$ cat src/rtl/exp_trap_unit_pkg.sv
// Shared definitions for the EXE-stage exception detect / trap handoff unit:
// mcause codes, memory access size encodings, SYSTEM-opcode decode helpers
// and the trap FSM state encoding.
package exp_trap_unit_pkg;

  // mcause exception codes
  localparam logic [3:0] exp_inst_illegal       = 4'd2;
  localparam logic [3:0] exp_load_addr_mis      = 4'd4;
  localparam logic [3:0] exp_load_access_fault  = 4'd5;
  localparam logic [3:0] exp_store_addr_mis     = 4'd6;
  localparam logic [3:0] exp_store_access_fault = 4'd7;
  localparam logic [3:0] exp_load_page_fault    = 4'd13;
  localparam logic [3:0] exp_store_page_fault   = 4'd15;

  // mem_size encodings
  typedef enum logic [1:0] {
    MEM_BYTE = 2'b00,
    MEM_HALF = 2'b01,
    MEM_WORD = 2'b10,
    MEM_RSVD = 2'b11
  } mem_size_e;

  // SYSTEM opcode and its funct3 groups
  localparam logic [6:0] OPC_SYSTEM = 7'b1110011;
  localparam logic [2:0] F3_PRIV    = 3'b000;
  localparam logic [2:0] F3_CSRRW   = 3'b001;
  localparam logic [2:0] F3_CSRRS   = 3'b010;
  localparam logic [2:0] F3_CSRRC   = 3'b011;

  // inst[31:7] of the fixed-encoding privileged instructions
  localparam logic [24:0] ECALL_PFX  = 25'h000_0000;
  localparam logic [24:0] EBREAK_PFX = 25'h000_2000;
  localparam logic [24:0] MRET_PFX   = 25'h060_4000;
  localparam logic [6:0]  SFENCE_F7  = 7'b0001001;

  // Trap handoff FSM states
  typedef enum logic [1:0] {
    ST_IDLE  = 2'd0,
    ST_HOLD  = 2'd1,
    ST_FLUSH = 2'd2
  } trap_state_e;

  // True when a SYSTEM-opcode word is one of the operations this core supports
  function automatic logic system_op_legal(input logic [31:0] inst);
    logic ok;
    ok = 1'b0;
    case (inst[14:12])
      F3_CSRRW, F3_CSRRS, F3_CSRRC: ok = 1'b1;
      F3_PRIV: ok = (inst[31:7] == ECALL_PFX) || (inst[31:7] == EBREAK_PFX) ||
                    (inst[31:7] == MRET_PFX) ||
                    ((inst[31:25] == SFENCE_F7) && (inst[11:7] == 5'd0));
      default: ok = 1'b0;
    endcase
    return ok;
  endfunction

endpackage

$ cat src/rtl/exp_trap_unit_classify.sv
// Purely combinational priority classifier for the instruction in EXE:
// illegal > misaligned > page fault > access fault.
module exp_classify #(
  parameter int unsigned     XLEN      = 32,
  parameter int unsigned     EXP_W     = 4,
  parameter logic [XLEN-1:0] RAM_BASE  = 32'h8000_0000,
  parameter logic [XLEN-1:0] RAM_LIMIT = 32'h807F_FFFF,
  parameter logic [XLEN-1:0] DEV_BASE  = 32'h1000_0000,
  parameter logic [XLEN-1:0] DEV_LIMIT = 32'h1000_0008
) (
  input  logic             ex_valid_i,
  input  logic [31:0]      inst_i,
  input  logic             inst_legal_i,
  input  logic             mem_rd_i,
  input  logic             mem_wr_i,
  input  logic [1:0]       mem_size_i,
  input  logic [XLEN-1:0]  mem_addr_i,
  input  logic             sv32_en_i,
  input  logic             pt_fault_i,
  output logic             fault_o,
  output logic [EXP_W-1:0] code_o,
  output logic [XLEN-1:0]  tval_o
);
  import exp_trap_unit_pkg::*;

  logic mem_req;
  logic is_store;
  logic illegal;
  logic misaligned;
  logic in_map;

  // A simultaneous load+store request is treated as a store
  assign mem_req    = mem_rd_i | mem_wr_i;
  assign is_store   = mem_wr_i;
  assign illegal    = !inst_legal_i ||
                      ((inst_i[6:0] == OPC_SYSTEM) && !system_op_legal(inst_i)) ||
                      (mem_req && (mem_size_i == MEM_RSVD));
  assign misaligned = ((mem_size_i == MEM_HALF) && mem_addr_i[0]) ||
                      ((mem_size_i == MEM_WORD) && (mem_addr_i[1:0] != 2'b00));
  assign in_map     = ((mem_addr_i >= DEV_BASE) && (mem_addr_i <= DEV_LIMIT)) ||
                      ((mem_addr_i >= RAM_BASE) && (mem_addr_i <= RAM_LIMIT));

  // Pick the highest-priority cause and its tval
  always_comb begin
    fault_o = 1'b0;
    code_o  = '0;
    tval_o  = '0;
    if (ex_valid_i) begin
      if (illegal) begin
        fault_o = 1'b1;
        code_o  = EXP_W'(exp_inst_illegal);
        tval_o  = XLEN'(inst_i);
      end else if (mem_req && misaligned) begin
        fault_o = 1'b1;
        code_o  = is_store ? EXP_W'(exp_store_addr_mis) : EXP_W'(exp_load_addr_mis);
        tval_o  = mem_addr_i;
      end else if (mem_req && sv32_en_i && pt_fault_i) begin
        fault_o = 1'b1;
        code_o  = is_store ? EXP_W'(exp_store_page_fault) : EXP_W'(exp_load_page_fault);
        tval_o  = mem_addr_i;
      end else if (mem_req && !sv32_en_i && !in_map) begin
        fault_o = 1'b1;
        code_o  = is_store ? EXP_W'(exp_store_access_fault) : EXP_W'(exp_load_access_fault);
        tval_o  = mem_addr_i;
      end
    end
  end

endmodule

$ cat src/rtl/exp_trap_unit.sv
// Registered exception capture and trap handoff toward the CSR unit.
// Holds one trap under a valid/ack handshake, stalls the pipeline while it is
// pending, then pulses flush for one cycle before accepting the next fault.
module exp_trap_unit #(
  parameter int unsigned     XLEN      = 32,
  parameter int unsigned     EXP_W     = 4,
  parameter int unsigned     CNT_W     = 16,
  parameter logic [XLEN-1:0] RAM_BASE  = 32'h8000_0000,
  parameter logic [XLEN-1:0] RAM_LIMIT = 32'h807F_FFFF,
  parameter logic [XLEN-1:0] DEV_BASE  = 32'h1000_0000,
  parameter logic [XLEN-1:0] DEV_LIMIT = 32'h1000_0008
) (
  input  logic             clk,
  input  logic             rst_n,
  input  logic             ex_valid,
  input  logic [31:0]      inst,
  input  logic             inst_legal,
  input  logic [XLEN-1:0]  pc,
  input  logic             mem_rd,
  input  logic             mem_wr,
  input  logic [1:0]       mem_size,
  input  logic [XLEN-1:0]  mem_addr,
  input  logic             sv32_en,
  input  logic             pt_fault,
  output logic             trap_valid,
  output logic [EXP_W-1:0] trap_code,
  output logic [XLEN-1:0]  trap_pc,
  output logic [XLEN-1:0]  trap_tval,
  input  logic             trap_ack,
  output logic             stall,
  output logic             flush,
  output logic [CNT_W-1:0] trap_count
);
  import exp_trap_unit_pkg::*;

  trap_state_e      state_q;
  logic             trap_valid_q;
  logic             stall_q;
  logic             flush_q;
  logic [EXP_W-1:0] code_q;
  logic [XLEN-1:0]  pc_q;
  logic [XLEN-1:0]  tval_q;
  logic [CNT_W-1:0] count_q;
  logic [CNT_W-1:0] count_d;

  logic             fault;
  logic [EXP_W-1:0] fault_code;
  logic [XLEN-1:0]  fault_tval;

  exp_classify #(
    .XLEN      (XLEN),
    .EXP_W     (EXP_W),
    .RAM_BASE  (RAM_BASE),
    .RAM_LIMIT (RAM_LIMIT),
    .DEV_BASE  (DEV_BASE),
    .DEV_LIMIT (DEV_LIMIT)
  ) u_classify (
    .ex_valid_i   (ex_valid),
    .inst_i       (inst),
    .inst_legal_i (inst_legal),
    .mem_rd_i     (mem_rd),
    .mem_wr_i     (mem_wr),
    .mem_size_i   (mem_size),
    .mem_addr_i   (mem_addr),
    .sv32_en_i    (sv32_en),
    .pt_fault_i   (pt_fault),
    .fault_o      (fault),
    .code_o       (fault_code),
    .tval_o       (fault_tval)
  );

  // Saturating increment: the counter sticks at all-ones
  assign count_d = (count_q == '1) ? count_q : count_q + CNT_W'(1);

  // Trap FSM with capture registers and registered handshake outputs
  always_ff @(posedge clk) begin
    if (!rst_n) begin
      state_q      <= ST_IDLE;
      trap_valid_q <= 1'b0;
      stall_q      <= 1'b0;
      flush_q      <= 1'b0;
      code_q       <= '0;
      pc_q         <= '0;
      tval_q       <= '0;
      count_q      <= '0;
    end else begin
      case (state_q)
        ST_IDLE: begin
          flush_q <= 1'b0;
          if (fault) begin
            code_q       <= fault_code;
            pc_q         <= pc;
            tval_q       <= fault_tval;
            count_q      <= count_d;
            trap_valid_q <= 1'b1;
            stall_q      <= 1'b1;
            state_q      <= ST_HOLD;
          end
        end
        ST_HOLD: begin
          if (trap_ack) begin
            trap_valid_q <= 1'b0;
            stall_q      <= 1'b0;
            flush_q      <= 1'b1;
            state_q      <= ST_FLUSH;
          end
        end
        ST_FLUSH: begin
          flush_q <= 1'b0;
          state_q <= ST_IDLE;
        end
        default: begin
          trap_valid_q <= 1'b0;
          stall_q      <= 1'b0;
          flush_q      <= 1'b0;
          state_q      <= ST_IDLE;
        end
      endcase
    end
  end

  assign trap_valid = trap_valid_q;
  assign stall      = stall_q;
  assign flush      = flush_q;
  assign trap_code  = code_q;
  assign trap_pc    = pc_q;
  assign trap_tval  = tval_q;
  assign trap_count = count_q;

endmodule

$ cat config.mk
export PLATFORM = sky130hd
export DESIGN_NAME = exp_trap_unit
export DESIGN_NICKNAME = d
export VERILOG_FILES = /design/src/rtl/exp_trap_unit_pkg.sv /design/src/rtl/exp_trap_unit_classify.sv /design/src/rtl/exp_trap_unit.sv
export SDC_FILE = /design/constraint.sdc
export NUM_CORES = 1
export LEC_CHECK = 0
export BUFFER_PORTS_ARGS = -buffer_cell sky130_fd_sc_hd__buf_2
export CORE_MARGIN = 1
export CORE_UTILIZATION = 48
export DETAILED_ROUTE_END_ITERATION = 10
export PLACE_DENSITY = 0.88
export SLEW_MARGIN = 5
export SYNTH_ARGS = -nofsm -noshare
export SYNTH_HDL_FRONTEND = slang
export SYNTH_HIERARCHICAL = 1
export SYNTH_SLANG_ARGS = --single-unit
$ cat constraint.sdc
create_clock -name clk -period 3.3 [get_ports clk]
set_input_delay 0.33 -clock clk [delete_from_list [all_inputs] [get_ports clk]]
set_output_delay 0.33 -clock clk [all_outputs]
set_load 0.02 [all_outputs]
== Yosys cells after proc, flatten, opt, wreduce, memory -nomap -nowiden ==
Index checks and enable logic that the tools add are counted.
Word-level totals
  register bits: 88
  latch bits: 0
  bits in writable memories: 0
  memory bits (read-only): 0
  input port bits: 107
  output and inout port bits: 87
  logic and storage cells: 89
  memories kept: 0
Cells by class
  add/subtract/negate cells: 1
  $mul: 0
  divide/modulo/power cells: 0
  order comparisons: 4
  eq/ne operators: 15
  shifts and indexed selects: 0
  muxes and demuxes: 25
  bitwise operators: 3
  reductions and logical operators: 34
Operators with widths (count)
  $mux 32: 5
  $ge 32x29->1 const B: 1
  $ge 32x32->1 const B: 1
  $le 32x29->1 const B: 1
  $le 32x32->1 const B: 1
  $eq 25x14->1 const B: 1
  $eq 25x23->1 const B: 1
  $logic_not 25->1: 1
  $mux 4: 5
  $add 16x1->16 const B: 1
  $eq 16x16->1 const B: 1
  $logic_and 1x1->1: 12
  $mux 2: 5
  $eq 7x4->1 const B: 1
  $eq 7x7->1 const B: 1
  $logic_or 1x1->1: 7
  $mux 1: 7
  $eq 2x2->1 const B: 3
  $eq 3x2->1 const B: 2
  $reduce_and 2->1: 3
  $reduce_and 3->1: 2
  $logic_not 5->1: 1
  $eq 2x1->1 const B: 2
  $logic_not 1->1: 4
  11 further kinds: 13

== Longest topological paths before layout ==
  word-level depth: 13
  gate-level depth with buffers: 12
  gate-level depth less buffers: 9

== Hierarchy ==
The synthesis kept the hierarchy.
Modules (own cells, without submodules)
  exp_trap_unit: instances 1, cells an instance 410, area an instance 3268.1 um2, seq. area each 1761.7 um2
  exp_classify: instances 1, cells an instance 170, area an instance 1371.3 um2, seq. area each 0.0 um2

== Least setup slack after synthesis ==
Ideal clock, no wire load.
  path type: input to register
  start: input inst[2]
  end: register count_q[14] (netlist: trap_count[14])
  setup time: 0.070 ns
  data arrival time: 2.751 ns
  path slack: 0.478 ns
  cell stages on the path: 11
  buffers on the path: 2
  cells stage by stage: nand4b_1 -> and4bb_1 -> o211ai_2 -> o21ai_1 -> buf_6 -> o31a_1 -> or3b_1 -> buf_2 -> or4_4 -> or3_1 -> a21oi_1
On the way
  longest elaborated chain between the ends: 7
Ends and longest elaborated chain
  start: declaration: RTL line exp_trap_unit.sv:16  | input logic [31:0] inst,
  $eq 7x7->1: RTL line exp_trap_unit_classify.sv:36  | ((inst_i[6:0] == OPC_SYSTEM) && !system_op_legal(inst_i)) ||
  $logic_and 1x1->1: RTL line exp_trap_unit_classify.sv:36
  $logic_or 1x1->1: RTL line exp_trap_unit_classify.sv:35  | assign illegal = !inst_legal_i ||
  $logic_or 1x1->1: RTL line exp_trap_unit_classify.sv:36
  $mux 1: RTL line exp_trap_unit_classify.sv:49  | if (illegal) begin
  $mux 1: RTL line exp_trap_unit_classify.sv:48  | if (ex_valid_i) begin
  via fault: RTL line exp_trap_unit.sv:46  | logic fault;
  $reduce_and 3->1 (no line)
  end signal: assignment: RTL line exp_trap_unit.sv:94  | count_q <= count_d;
  end: declaration: RTL line exp_trap_unit.sv:43  | logic [CNT_W-1:0] count_q;
The timed path passes the listed nets, and every way through them passes these cells.
A chain may end at the register's enable or synchronous reset.

== Worst setup path in the final report ==
  start: input mem_addr[26]
  end: register tval_q[6] (netlist: trap_tval[6])
On the way
  longest elaborated chain between the ends: 11
  elaborated cells on any way between the ends: 20
  classes of those cells: order compare (4); mux (10); reduce/logical (6)
Ends and longest elaborated chain
  start: declaration: RTL line exp_trap_unit.sv:22  | input logic [XLEN-1:0] mem_addr,
  $ge 32x29->1, or another cell as far along: RTL line exp_trap_unit_classify.sv:40  | assign in_map = ((mem_addr_i >= DEV_BASE) && (mem_addr_i <= DEV_LIMIT)) ||
  $logic_and 1x1->1, on equally long branches: RTL line exp_trap_unit_classify.sv:40, exp_trap_unit_classify.sv:41
  $logic_or 1x1->1 (*): RTL line exp_trap_unit_classify.sv:40
  $logic_not 1->1 (*): RTL line exp_trap_unit_classify.sv:61  | end else if (mem_req && !sv32_en_i && !in_map) begin
  $logic_and 1x1->1 (*): RTL line exp_trap_unit_classify.sv:61
  $mux 1 (*): RTL line exp_trap_unit_classify.sv:61
  $mux 1 (*): RTL line exp_trap_unit_classify.sv:57  | end else if (mem_req && sv32_en_i && pt_fault_i) begin
  $mux 1 (*): RTL line exp_trap_unit_classify.sv:53  | end else if (mem_req && misaligned) begin
  $mux 1 (*): RTL line exp_trap_unit_classify.sv:49
  $mux 1 (*): RTL line exp_trap_unit_classify.sv:48
  via fault: RTL line exp_trap_unit.sv:46
  $reduce_and 2->1 (no line) (*)
  end signal: assignment: RTL line exp_trap_unit.sv:93  | tval_q <= fault_tval;
  end: declaration: RTL line exp_trap_unit.sv:42  | logic [XLEN-1:0] tval_q;
Mark *: on every way through the listed nets, which the timed path passes. The rest lies on a longest branch.

==> impl_metrics.py <==
metrics = {
    "setup_path": {
        "path_cells": "buf_2 > nor4_1 > a211oi_1 > or2_2 > o31a_1 > or3b_2 > buf_4 > buf_4 > nand2_1 > a21oi_1",
        "worst_ep_required_time_ps": 3570,
        "cp_top_family": "simple AND/OR/NAND/NOR gates",
        "cp_slowest_cell": "nor4_1",
        "crit_fanout": 40,
        "slowest_delay_ps": 480,
        "end_kind": "flop",
        "startpoint_type": "primary input",
        "crit_type": "primary input to flop",
        "crit_buf_inv": 3,
        "critPathMostFrequentCell": "buf_4",
        "r2r_slack_ps": 1350,
        "arrival_ps": 3040,
    },
    "timing": {
        "fin_crit_sh_pct": 84.0,
        "rsz0062_at_grt": "false",
        "worstMarginPinSlew_ps": 981,
        "finClkSkew_ps": 8.71,
        "timing.fmax_ghz": 0.361,
        "period_needed_ps": 2770,
        "slew_headroom_pct": 34.6,
        "slew_violations": 0,
        "hold_viol_final": 0,
        "setup_viol": 0,
        "fin_ws_ps": 529,
        "fin_tns_setup_ps": 0,
    },
    "synthesis": {
        "syn_nets": 688,
        "yosys_warnings": 6,
        "synth_area_um2": 4640,
        "ys_ff_latch": 88,
        "syn_avg_cell_area_um2": 8.00,
        "yosys-top-cells-area": "dfxtp_1 38%, nand2_1 14%, a21oi_1 9.0%, o211ai_2 8.4%, mux2i_1 7.1%",
        "ys_async_sr_fraction_pct": 0,
        "synth_flop_cell": "dfxtp_1",
        "yosysSeqAreaShare_pct": 38.0,
        "netlist.area_leader.share_pct": 38.0,
        "synthDominantAreaCellType": "dfxtp_1",
        "synth_edf_count": 0,
        "synthCells": 580,
        "synth_cell_types": 52,
    },
    "outcome": {
        "outcome": "finished clean",
    },
    "global_routing": {
        "grt_max_degree": 69,
        "grt_pass1_vias": 4660,
        "grt_first_pass_wirelength_um": 21400,
        "antenna_found_initial": 1,
        "track_usage_pct": 26.5,
        "grt_overflow": 0,
    },
    "clock_network": {
        "post_cts_resized": 0,
        "cts-htree-levels": 3,
        "cts_sinks": 88,
        "cts.path.max_buffers": 2,
        "post_cts_buffers": 0,
        "cts_made_buffers": 9,
        "path_clk_slew_ps": 100,
        "cts-root-buf": "clkbuf_8",
        "postCtsHoldBufs": 0,
        "clk_latency_ps": 350,
        "cts_tree": "done",
    },
    "power_and_ir_drop": {
        "seqPwrFrac_pct": 47.1,
        "internal-power_mw": 1.66,
        "finalPower_mw": 2.43,
        "combPwrFrac_pct": 21.7,
        "p_leak_nw": 2.59,
        "p_sw_mw": 0.776,
        "clockPowerShare_pct": 31.2,
        "p_sw_share_pct": 31.9,
        "ir_worst_vdd_mv": 0.206,
        "power-per-cell-area_nw_per_um2": 421,
    },
    "finish": {
        "fillers": 816,
        "drive_above_1_share_pct": 34.9,
        "register_area_um2": 1760,
        "syn_to_final_growth_pct": 24.5,
        "final_nets": 854,
        "final_cell_mix": "193 x buf_2, 179 x nand2_1, 88 x dfxtp_1, 83 x a21oi_1, 33 x mux2i_1",
        "final_cells": 881,
        "final_common_cell": "buf_2",
        "multi_input_area_um2": 2590,
    },
    "drt": {
        "antenna_left": 0,
        "drtPass1Iterations": 5,
        "viasPerCell": 5.54,
        "routedWlPerCell_um": 15.3,
        "drtIter0Drc": 295,
        "wirelength_um": 13400,
        "vias": 4880,
        "drc_errors": 0,
    },
    "floorplan": {
        "fp.dieW_um": 100,
        "fp.dieH_um": 100,
        "core_um2": 9280,
        "start_util_pct": 50.0,
        "pin_count": 194,
        "rows": 35,
        "die-area_um2": 10100,
    },
    "run": {
        "drv_cap": 0,
    },
    "place": {
        "dp.cells": 864,
        "gp_congestion": 0.988,
        "dp_hpwl_um": 9740,
        "preCtsSetupSlack_ps": 262,
        "io_buffers": 193,
    },
    "min_path": {
        "min_path_type": "primary input to flop",
    },
}
logic make-up after synthesis:
kind of cell    after synthesis  share of synthesized area (%)
xor+xnor                      3                          0.566
mux                          33                           7.12
compound gates              144                           21.8
fa+ha+maj                     1                          0.270
simple gates                256                           25.6
buf+inv                      55                           6.61
flops                        88                           38.0
per-layer routing:
| metal | GRT usage, % | wire length, µm |
|---|---|---|
| met5 | 0 | 0 |
| met4 | 13.5 | 494 |
| met3 | 5.64 | 987 |
| met2 | 45.2 | 6550 |
| met1 | 31.4 | 5410 |
Yosys cell counts, types with 5 or more instances:
| cell | number |
|---|---|
| o21ai_0 | 9 |
| nand2b_1 | 5 |
| dfxtp_1 | 88 |
| or4_1 | 6 |
| nor2_1 | 11 |
| nor3_1 | 6 |
| a21oi_1 | 83 |
| buf_6 | 5 |
| nand4_1 | 10 |
| nor4_1 | 7 |
| nand2_1 | 179 |
| o31ai_1 | 7 |
| inv_1 | 7 |
| clkbuf_1 | 29 |
| mux2i_1 | 33 |
| o211ai_2 | 31 |
power groups by stage:
stage / sequential [mW] / clock, mW / combinational (mW)
finish: 1.15 / 0.758 / 0.529
CTS: 1.15 / 0.768 / 0.526
floorplan: 1.23 / 0 / 0.286
global route: 1.15 / 0.819 / 0.574
global placement: 1.17 / 0 / 0.507
detailed placement: 1.17 / 0 / 0.525
flip-flops by register name, indices dropped and copies added, names as in the netlist:
register	count
trap_pc	32
trap_tval	32
trap_count	16
trap_code	4
state_q	2
flush	1
stall	1
area by class of cell:
cell class / instances / area share (%)
Timing Repair Buffer: 203 / 18.0
Clock buffer: 10 / 2.21
Sequential cell: 88 / 30.5
Tap cell: 129 / 2.79
Clock inverter: 6 / 1.19
Multi-Input combinational cell: 437 / 44.8
Antenna cell: 1 / 0.0433
Inverter: 7 / 0.455
stage by stage:
step	cell area, µm²	hold WS, ps	utilization [%]
after floorplan	4640	452	-
after global placement	5580	438	60.1
after detailed placement	5580	444	60.1
after CTS	5780	189	62.2
after global routing	5780	200	62.2
final	5780	201	62.2
tightest hold or removal path, cell delays in order:
cell and delay, ps:
buf_2 90, nand2_1 40, a21oi_1 50
worst paths after layout:
kind,endpoint,from,depth (start not counted)
max,trap_tval[6]$_SDFFE_PN0P_,mem_addr[26],10
min,trap_pc[15]$_SDFFE_PN0P_,pc[15],3
max reg2reg,trap_count[14]$_SDFFE_PN0P_,state_q[1]$_SDFFE_PN0P_,4
min reg2reg,trap_pc[1]$_SDFFE_PN0P_,trap_pc[1]$_SDFFE_PN0P_,2
Power figures use the tool's default switching activity.
